--- src/rtl/ecc_sel_pkg.sv ---
// rtl/ecc_sel_pkg.sv - shared defaults, select encoding and queue state type for the ECC result-select buffer
package ecc_sel_pkg;

    // Default geometry: 5 byte lanes per result word, 3 selectable sources.
    localparam int ECC_W     = 8;
    localparam int ECC_LANES = 5;
    localparam int ECC_N_SRC = 3;
    localparam int ECC_SEL_W = 3;
    localparam int ECC_CNT_W = 16;

    // inst value meaning "no source selected".
    localparam int SEL_IDLE = 0;

    // Occupancy of the 2-entry queue; the encoding equals the entry count.
    typedef enum logic [1:0] {
        ST_EMPTY = 2'd0,
        ST_ONE   = 2'd1,
        ST_FULL  = 2'd2
    } queue_state_t;

endpackage

--- src/rtl/ecc_fifo2.sv ---
// rtl/ecc_fifo2.sv - two-entry FIFO with push/pop, occupancy state and held head-of-queue output
//
// Ports:
//   clk          rising-edge clock
//   rst_n        asynchronous active-low reset; clears both entries and pointers
//   push_i       write push_data_i at the tail (ignored when full)
//   push_data_i  entry to enqueue
//   pop_i        advance the read pointer (ignored when empty)
//   head_o       head entry; when empty, the most recently dequeued entry
//   valid_o      queue holds at least one entry
//   full_o       queue holds two entries
module ecc_fifo2
    import ecc_sel_pkg::*;
#(
    parameter int EW = 8
) (
    input  logic          clk,
    input  logic          rst_n,
    input  logic          push_i,
    input  logic [EW-1:0] push_data_i,
    input  logic          pop_i,
    output logic [EW-1:0] head_o,
    output logic          valid_o,
    output logic          full_o
);

    queue_state_t  state_q;
    queue_state_t  state_d;
    logic [EW-1:0] mem_q [2];
    logic          wr_ptr_q;
    logic          rd_ptr_q;
    logic          do_push;
    logic          do_pop;

    assign do_push = push_i && (state_q != ST_FULL);
    assign do_pop  = pop_i  && (state_q != ST_EMPTY);

    // State register
    always_ff @(posedge clk or negedge rst_n) begin
        if (!rst_n) begin
            state_q <= ST_EMPTY;
        end else begin
            state_q <= state_d;
        end
    end

    // Next-state logic: simultaneous push and pop leaves occupancy unchanged.
    always_comb begin
        state_d = state_q;
        unique case (state_q)
            ST_EMPTY: begin
                if (do_push) begin
                    state_d = ST_ONE;
                end
            end
            ST_ONE: begin
                if (do_push && !do_pop) begin
                    state_d = ST_FULL;
                end else if (do_pop && !do_push) begin
                    state_d = ST_EMPTY;
                end
            end
            ST_FULL: begin
                if (do_pop) begin
                    state_d = ST_ONE;
                end
            end
            default: state_d = ST_EMPTY;
        endcase
    end

    // Storage and pointers
    always_ff @(posedge clk or negedge rst_n) begin
        if (!rst_n) begin
            mem_q[0] <= '0;
            mem_q[1] <= '0;
            wr_ptr_q <= 1'b0;
            rd_ptr_q <= 1'b0;
        end else begin
            if (do_push) begin
                mem_q[wr_ptr_q] <= push_data_i;
                wr_ptr_q        <= ~wr_ptr_q;
            end
            if (do_pop) begin
                rd_ptr_q <= ~rd_ptr_q;
            end
        end
    end

    // Outputs. Once empty, the read pointer has moved past the last dequeued
    // entry, so that entry sits at ~rd_ptr_q. A push into an empty queue
    // writes at wr_ptr_q == rd_ptr_q, so the held entry is never disturbed
    // while the head is invalid.
    always_comb begin
        valid_o = (state_q != ST_EMPTY);
        full_o  = (state_q == ST_FULL);
        head_o  = valid_o ? mem_q[rd_ptr_q] : mem_q[~rd_ptr_q];
    end

endmodule

--- src/rtl/ecc_result_select_buf.sv ---
// rtl/ecc_result_select_buf.sv - source select, 2-deep result buffer, sticky select error and beat counter
//
// Optional feature macro: ECC_RESULT_PARITY_EN (adds out_parity, per-lane even parity of the head beat)
//
// Ports:
//   clk        rising-edge clock
//   reset      asynchronous active-low reset
//   inst       source select: k in 1..N_SRC picks source k-1, 0 is idle, above N_SRC is illegal
//   src_data   N_SRC concatenated LANES*W words, source 0 in the low bits
//   src_valid  per-source valid
//   src_ready  per-source ready; only the selected source can see ready, and only when not full
//   out_data   head-of-queue word (last dequeued word when empty)
//   out_valid  queue non-empty
//   out_ready  downstream accept
//   out_src    inst value captured with the head beat
//   sel_err    sticky: an illegal inst value was seen
//   beat_cnt   wrapping count of beats delivered downstream
//   out_parity (macro only) per-lane parity of the head beat
module ecc_result_select_buf
    import ecc_sel_pkg::*;
#(
    parameter int W     = ECC_W,
    parameter int LANES = ECC_LANES,
    parameter int N_SRC = ECC_N_SRC,
    parameter int SEL_W = ECC_SEL_W,
    parameter int CNT_W = ECC_CNT_W
) (
    input  logic                     clk,
    input  logic                     reset,
    input  logic [SEL_W-1:0]         inst,
    input  logic [N_SRC*LANES*W-1:0] src_data,
    input  logic [N_SRC-1:0]         src_valid,
    output logic [N_SRC-1:0]         src_ready,
    output logic [LANES*W-1:0]       out_data,
    output logic                     out_valid,
    input  logic                     out_ready,
    output logic [SEL_W-1:0]         out_src,
    output logic                     sel_err,
`ifdef ECC_RESULT_PARITY_EN
    output logic [LANES-1:0]         out_parity,
`endif
    output logic [CNT_W-1:0]         beat_cnt
);

    localparam int WW = LANES * W;
`ifdef ECC_RESULT_PARITY_EN
    localparam int EW = WW + SEL_W + LANES;
`else
    localparam int EW = WW + SEL_W;
`endif

    logic [WW-1:0]    sel_word;
    logic             sel_valid;
    logic             sel_legal;
    logic             sel_illegal;
    logic             push;
    logic             pop;
    logic             fifo_valid;
    logic             fifo_full;
    logic [EW-1:0]    push_entry;
    logic [EW-1:0]    head_entry;
    logic             sel_err_q;
    logic             sel_err_d;
    logic [CNT_W-1:0] beat_cnt_q;
    logic [CNT_W-1:0] beat_cnt_d;

    assign sel_illegal = (inst > SEL_W'(N_SRC));
    assign sel_legal   = (inst != SEL_W'(SEL_IDLE)) && !sel_illegal;

    // Select mux and ready generation. Ready is a function of inst and
    // occupancy only, never of out_ready.
    always_comb begin
        sel_word  = '0;
        sel_valid = 1'b0;
        src_ready = '0;
        for (int s = 0; s < N_SRC; s++) begin
            if (inst == SEL_W'(s + 1)) begin
                sel_word     = src_data[s*WW +: WW];
                sel_valid    = src_valid[s];
                src_ready[s] = ~fifo_full;
            end
        end
    end

    assign push = sel_legal && sel_valid && !fifo_full;
    assign pop  = fifo_valid && out_ready;

`ifdef ECC_RESULT_PARITY_EN
    logic [LANES-1:0] push_parity;

    always_comb begin
        push_parity = '0;
        for (int l = 0; l < LANES; l++) begin
            push_parity[l] = ^sel_word[l*W +: W];
        end
    end

    assign push_entry = {push_parity, inst, sel_word};
    assign out_parity = head_entry[WW+SEL_W +: LANES];
`else
    assign push_entry = {inst, sel_word};
`endif

    ecc_fifo2 #(
        .EW(EW)
    ) u_fifo (
        .clk        (clk),
        .rst_n      (reset),
        .push_i     (push),
        .push_data_i(push_entry),
        .pop_i      (pop),
        .head_o     (head_entry),
        .valid_o    (fifo_valid),
        .full_o     (fifo_full)
    );

    assign out_data  = head_entry[WW-1:0];
    assign out_src   = head_entry[WW +: SEL_W];
    assign out_valid = fifo_valid;

    // Sticky error and delivered-beat counter (wraps naturally at 2^CNT_W).
    always_comb begin
        sel_err_d  = sel_err_q | sel_illegal;
        beat_cnt_d = pop ? beat_cnt_q + CNT_W'(1) : beat_cnt_q;
    end

    always_ff @(posedge clk or negedge reset) begin
        if (!reset) begin
            sel_err_q  <= 1'b0;
            beat_cnt_q <= '0;
        end else begin
            sel_err_q  <= sel_err_d;
            beat_cnt_q <= beat_cnt_d;
        end
    end

    assign sel_err  = sel_err_q;
    assign beat_cnt = beat_cnt_q;

endmodule

--- config.mk ---
export PLATFORM = sky130hd
export DESIGN_NAME = ecc_result_select_buf
export DESIGN_NICKNAME = d
export VERILOG_FILES = /design/src/rtl/ecc_sel_pkg.sv /design/src/rtl/ecc_fifo2.sv /design/src/rtl/ecc_result_select_buf.sv
export SDC_FILE = /design/constraint.sdc
export NUM_CORES = 1
export LEC_CHECK = 0
export ABC_AREA = 1
export CORE_UTILIZATION = 46
export DETAILED_ROUTE_END_ITERATION = 6
export PLACE_DENSITY = 0.81
export SLEW_MARGIN = 0
export SYNTH_ARGS = -nofsm -noshare
export SYNTH_HDL_FRONTEND = slang
export SYNTH_SLANG_ARGS = --single-unit
export TNS_END_PERCENT = 100
--- constraint.sdc ---
create_clock -name clk -period 2 [get_ports clk]
set_clock_uncertainty 0.05 [all_clocks]
set_input_delay 0.4 -clock clk [delete_from_list [all_inputs] [get_ports clk]]
set_output_delay 0.4 -clock clk [all_outputs]
set_load 0.01 [all_outputs]
# After elaboration in Yosys (flattened, before gate mapping)
# Index checks and enable logic that the tools add are counted.
[word_totals]
reg_bits = 107
latch_bits = 0
mem_bits_rw = 0
mem_bits_ro = 0
wordCells = 70
memories = 0
[op_classes]
n_addsub = 1
multipliers = 0
n_div = 0
order_cmp = 5
eq_ne = 9
shift = 0
mux = 24
bitwise = 7
reduce_logical = 17
[ops]
columns = ["op", "count"]
rows = [
  ["two-way mux 43 bit", 8],
  ["two-way mux 40 bit", 3],
  ["bitwise mux 86 bit", 1],
  ["demux 43 bit (select 1 bit)", 1],
  ["adder 16 x 1 -> 16 bit (second input constant)", 1],
  ["logical AND 1 bit", 9],
  ["two-way mux 2 bit", 4],
  ["equality test 3 x 2 -> 1 bit (second input constant)", 2],
  ["greater-or-equal comparator 2 bit (second input constant)", 3],
  ["two-way mux 1 bit", 6],
  ["NOT 1 -> 2 bit", 3],
  ["one-hot mux 2 bit (3 select lines)", 1],
  ["logical NOT 1 bit", 4],
  ["inequality test 2 x 1 -> 1 bit (second input constant)", 2],
  ["equality test 3 x 1 -> 1 bit (second input constant)", 1],
  ["greater-than comparator 3 x 2 -> 1 bit (second input constant)", 1],
  ["inequality test 3 x 1 -> 1 bit (second input constant)", 1],
  ["NOT 1 bit", 3],
  ["AND reduction 3 bit", 1],
  ["nonzero test 3 bit", 1],
  ["equality test 2 x 1 -> 1 bit (second input constant)", 1],
  ["equality test 2 bit (second input constant)", 1],
  ["logical NOT 2 bit", 1],
  ["less-than comparator 2 x 1 -> 1 bit (second input constant)", 1],
  ["3 further kinds", 3],
]

# Logic depth before layout (Yosys ltp)
[logic_depth]
word_depth = 12
depth_mapped = 12
ltp_nobuf = 12

# Cells and area by module
# From an unflattened synthesis, not the netlist that was laid out.
[hier_totals]
hier_cells = 823
area_unflattened_um2 = 5856.9
[modules_own_cells]
columns = ["module", "n_inst", "cells_per_inst", "area_each_um2", "seq_area_each_um2"]
rows = [
  ["ecc_fifo2", 1, 543, 4257.8, 2252.2],
  ["ecc_result_select_buf", 1, 280, 1599.0, 425.4],
]

# Worst setup path before layout
# Ideal clock, no wire load.
[synth_timing]
path_type = "register -> output"
from = "register u_fifo.state_q[1]"
to = "output port out_data[10]"
arrival_ns = 1.386
t_required_ns = 1.550
setup_slack_ns = 0.164
stages_incl_launch_ff = 7
cell_sequence = "dfrtp_1 > nor2_1 > xor2_1 > buf_4 > buf_4 > nand2_1 > o21ai_0"
[synth_between]
elab_chain_len = 2
[synth_lines]
columns = ["item", "line_no", "source"]
rows = [
  ["from (decl)", "ecc_fifo2.sv:27", "queue_state_t state_q;"],
  ["from (signal assigned)", "ecc_fifo2.sv:43", "state_q <= state_d;"],
  ["nonzero test 2 bit", "ecc_fifo2.sv:95", "valid_o = (state_q != ST_EMPTY);"],
  ["two-way mux 43 bit", "ecc_fifo2.sv:97", "head_o = valid_o ? mem_q[rd_ptr_q] : mem_q[~rd_ptr_q];"],
  ["to (decl)", "ecc_result_select_buf.sv:34", "output logic [LANES*W-1:0] out_data,"],
]
# Every way passes these cells.

# Final worst setup path
[layout_timing]
from = "register u_fifo.state_q[1]"
to = "output port out_data[15]"
# Same word-level chain as after synthesis.

==> impl_metrics.yaml <==
synthesis:
  synth_top_cell_area_share_pct: 46.8
  syn-cell-area_mm2: 0.00572
  synthCells: 837
  synth_area_leaders: "dfrtp_1 (47%), nand2_1 (31%), o21ai_0 (4.5%)"
  synth_area_leader_cell: "dfrtp_1"
  syn_nets: 968
  synth-seq-cells: 107
  synth_warnings: 0
  ys_types: 22
  ys_seq_area_share_pct: 46.8
  post_synth.cell_area_avg_um2: 6.83
clock_tree:
  cts_tree: "built"
  cts_buffers: 9
  cts.sinks: 107
  root_buffer: "clkbuf_16"
  clk_pin_slew_worst_paths_ps: 70
  insertion_delay_ps: 340
  ctsHtreeMaxLevel: 3
  clk_path_buf_depth: 2
  cts_hold_buf: 0
grt:
  grt_pass1_wl_um: 27100
  use_met3_pct: 4.04
  top_usage_layer: "met2"
  groute.layer.met2.usage_pct: 45.1
  grt_max_degree: 108
  antenna_found_initial: 1
  grt.overflow.total: 0
  first_global_vias: 5690
  grt_usage_pct: 26.8
  gr-usage-met1_pct: 33.6
timing:
  setup_viol: 43
  max_freq_mhz: 431
  worst_slack_ps: -318
  max_slew_margin_pct: 59.5
  period_share_pct: 116
  rsz0062_at_grt: "true"
  tightest_slew_ps: 607
  min_period_ps: 2320
  final.setup.tns_ps: -10670
  maxSlewViolCount: 0
  finalHoldViolCount: 0
run:
  max-cap-violations: 0
placed_design:
  place.port_buffers: 192
  placed_cell_area_mm2: 0.00812
  placed_cells: 1200
  routabilityCongestion: 0.805
  post-place-ws_ps: -364
  place_hpwl_um: 11400
critical_path:
  r2r_end: "beat_cnt[7]"
  critPathTopFamily: "buffers and inverters"
  timing.critical_path.buf_inv: 6
  crit_path_max_fanout: 6
  crit_path_end_kind: "output pin"
  path_common_cell: "buf_6"
  ff2ff_path_depth: 10
  critPathMaxStageDelay_ps: 400
  reg2reg_from: "u_fifo.state_q[1]"
  crit_arrival_ps: 1870
  critPathLaunchType: "flop"
  r2r_slack_ps: 150
  cpMaxStageDelayCell: "dfrtp_1"
  crit_type: "reg -> out"
  worstPathCellList: "nor2_2 -> buf_6 -> xor2_4 -> buf_6 -> buf_12 -> buf_16 -> buf_6 -> o21ai_2 -> buf_2"
  worst_ep_required_time_ps: 1550
die:
  die_h_um: 113
  die_x_um: 113
  core-area_mm2: 0.0121
  row_count: 40
  die_area_mm2: 0.0129
  pin_count: 193
  initial_core_util_pct: 47.4
routing:
  drcViolationCount: 0
  drt_iter0_drc: 359
  viasPerCell: 4.89
  wl_per_cell_um: 13.8
  wirelength_um: 16900
  vias: 6009
  detail-route-antenna-nets: 0
  drtPass1Iterations: 5
cells_and_area:
  final_cell_area_mm2: 0.00848
  post-route-util_pct: 70.3
  final_cells: 1230
  fin_nets: 1187
  drive_gt1_share_pct: 14.1
  area_delta_synth_final_pct: 48.3
power_and_ir_drop:
  ir_drop_mv: 0.665
  power.leakage_nw: 4.29
  power_density_mw_per_mm2: 1130
status:
  violations: "setup timing"
  outcome: "complete, but fails checks"
worst_hold_path:
  hp-class: "in -> async"
-- metal layers --
metal	vias to the layer above	part of all wire, %
met5	-	0
met4	0	3.2
met3	39	7.5
met2	253	47
met1	2736	42
li1	2981	-
-- layout by cell type, fill, tap and decap left out, types with 3 or more instances in the layout --
master and count:
inv_2 5, clkdlybuf4s50_1 141, clkinvlp_4 3, xnor2_1 9
buf_4 38, inv_1 63, o21ai_2 16, xor2_1 3
clkbuf_16 11, dfrtp_1 107, buf_16 3, o21ai_1 9
nand2_1 470, nand3_1 49, nor2_1 19, buf_12 10
buf_2 41, o21ai_0 25, buf_6 5, dlygate4sd2_1 4
-- worst max-delay path by stage --
stage	start	cells after the start	end	slack, ps
2_1_floorplan	u_fifo.state_q[1]	6	out_data[10]	160
3_3_place_gp	u_fifo.state_q[1]	7	out_data[18]	-350
3_5_place_dp	u_fifo.state_q[1]	7	out_data[18]	-360
4_1_cts	u_fifo.state_q[0]	9	out_data[21]	-290
5_1_grt	u_fifo.state_q[1]	8	out_data[34]	-390
6_report	u_fifo.state_q[1]	9	out_data[15]	-320
-- cell usage after synthesis (all sizes together) --
cell / number
nand2: 472
dfrtp: 107
inv: 68
nand3: 51
o21ai: 51
buf: 25
nor2: 22
clkbuf: 15
xnor2: 9
nor3: 4
xor2: 4
ha: 2
nand4: 2
nor4: 2
and3: 1
clkinv: 1
or2: 1
-- worst reg2reg max path, delay by kind of cell, from the launching register on --
kind	cells	cell delay, ps
xor+xnor	1	150
flops	1	380
buf+inv	5	670
simple gates	4	510
-- power by group --
| group | switching, mW | internal (mW) | leakage (nW) |
|---|---|---|---|
| registers | 0.364 | 2.74 | 1.42 |
| clock network | 0.768 | 0.870 | 0.124 |
| logic | 2.48 | 2.36 | 2.74 |
| total | 3.61 | 5.97 | 4.29 |
-- flip-flops by register name (all words and copies together), names as in the netlist --
signal / cells
u_fifo.wr_ptr_q: 1
beat_cnt: 16
u_fifo.rd_ptr_q: 1
sel_err: 1
u_fifo.mem_q: 86
u_fifo.state_q: 2
-- per-stage QoR --
stage / total power, mW / hold slack, ps
2_1_floorplan: 4.92 / 54.4
4_1_cts: 9.33 / 100
6_report: 9.58 / 36.0
5_1_grt: 10.2 / 127
3_5_place_dp: 6.85 / 401
3_3_place_gp: 6.77 / 400
-- logic make-up after synthesis --
group / after synthesis / share of synthesized area (%)
adder cells (fa/ha/maj): 2 / 0.438
buffers and inverters: 109 / 8.14
flip-flops: 107 / 46.8
AO/OA/AOI/OAI: 51 / 4.46
XOR/XNOR: 13 / 1.99
AND/OR/NAND/NOR: 555 / 38.1
-- repair_timing --
action                                  in CTS  in global routing
gates resized for setup                    247                 20
pin swaps                                    1                  1
cloned                                       4                  2
endpoints found under the setup margin      46                 47
setup buffers                                8                  1
-- cell type report --
class | count | area [µm²]
well taps | 168 | 210
clock buffers | 11 | 243
flip-flops and latches | 107 | 2680
multi-input cells | 621 | 2700
clock inverters | 4 | 27.5
repair buffers | 248 | 2360
fillers | 1014 | 3580
diodes | 2 | 5.00
inverters | 69 | 259
(Power assumes the default switching activity.)
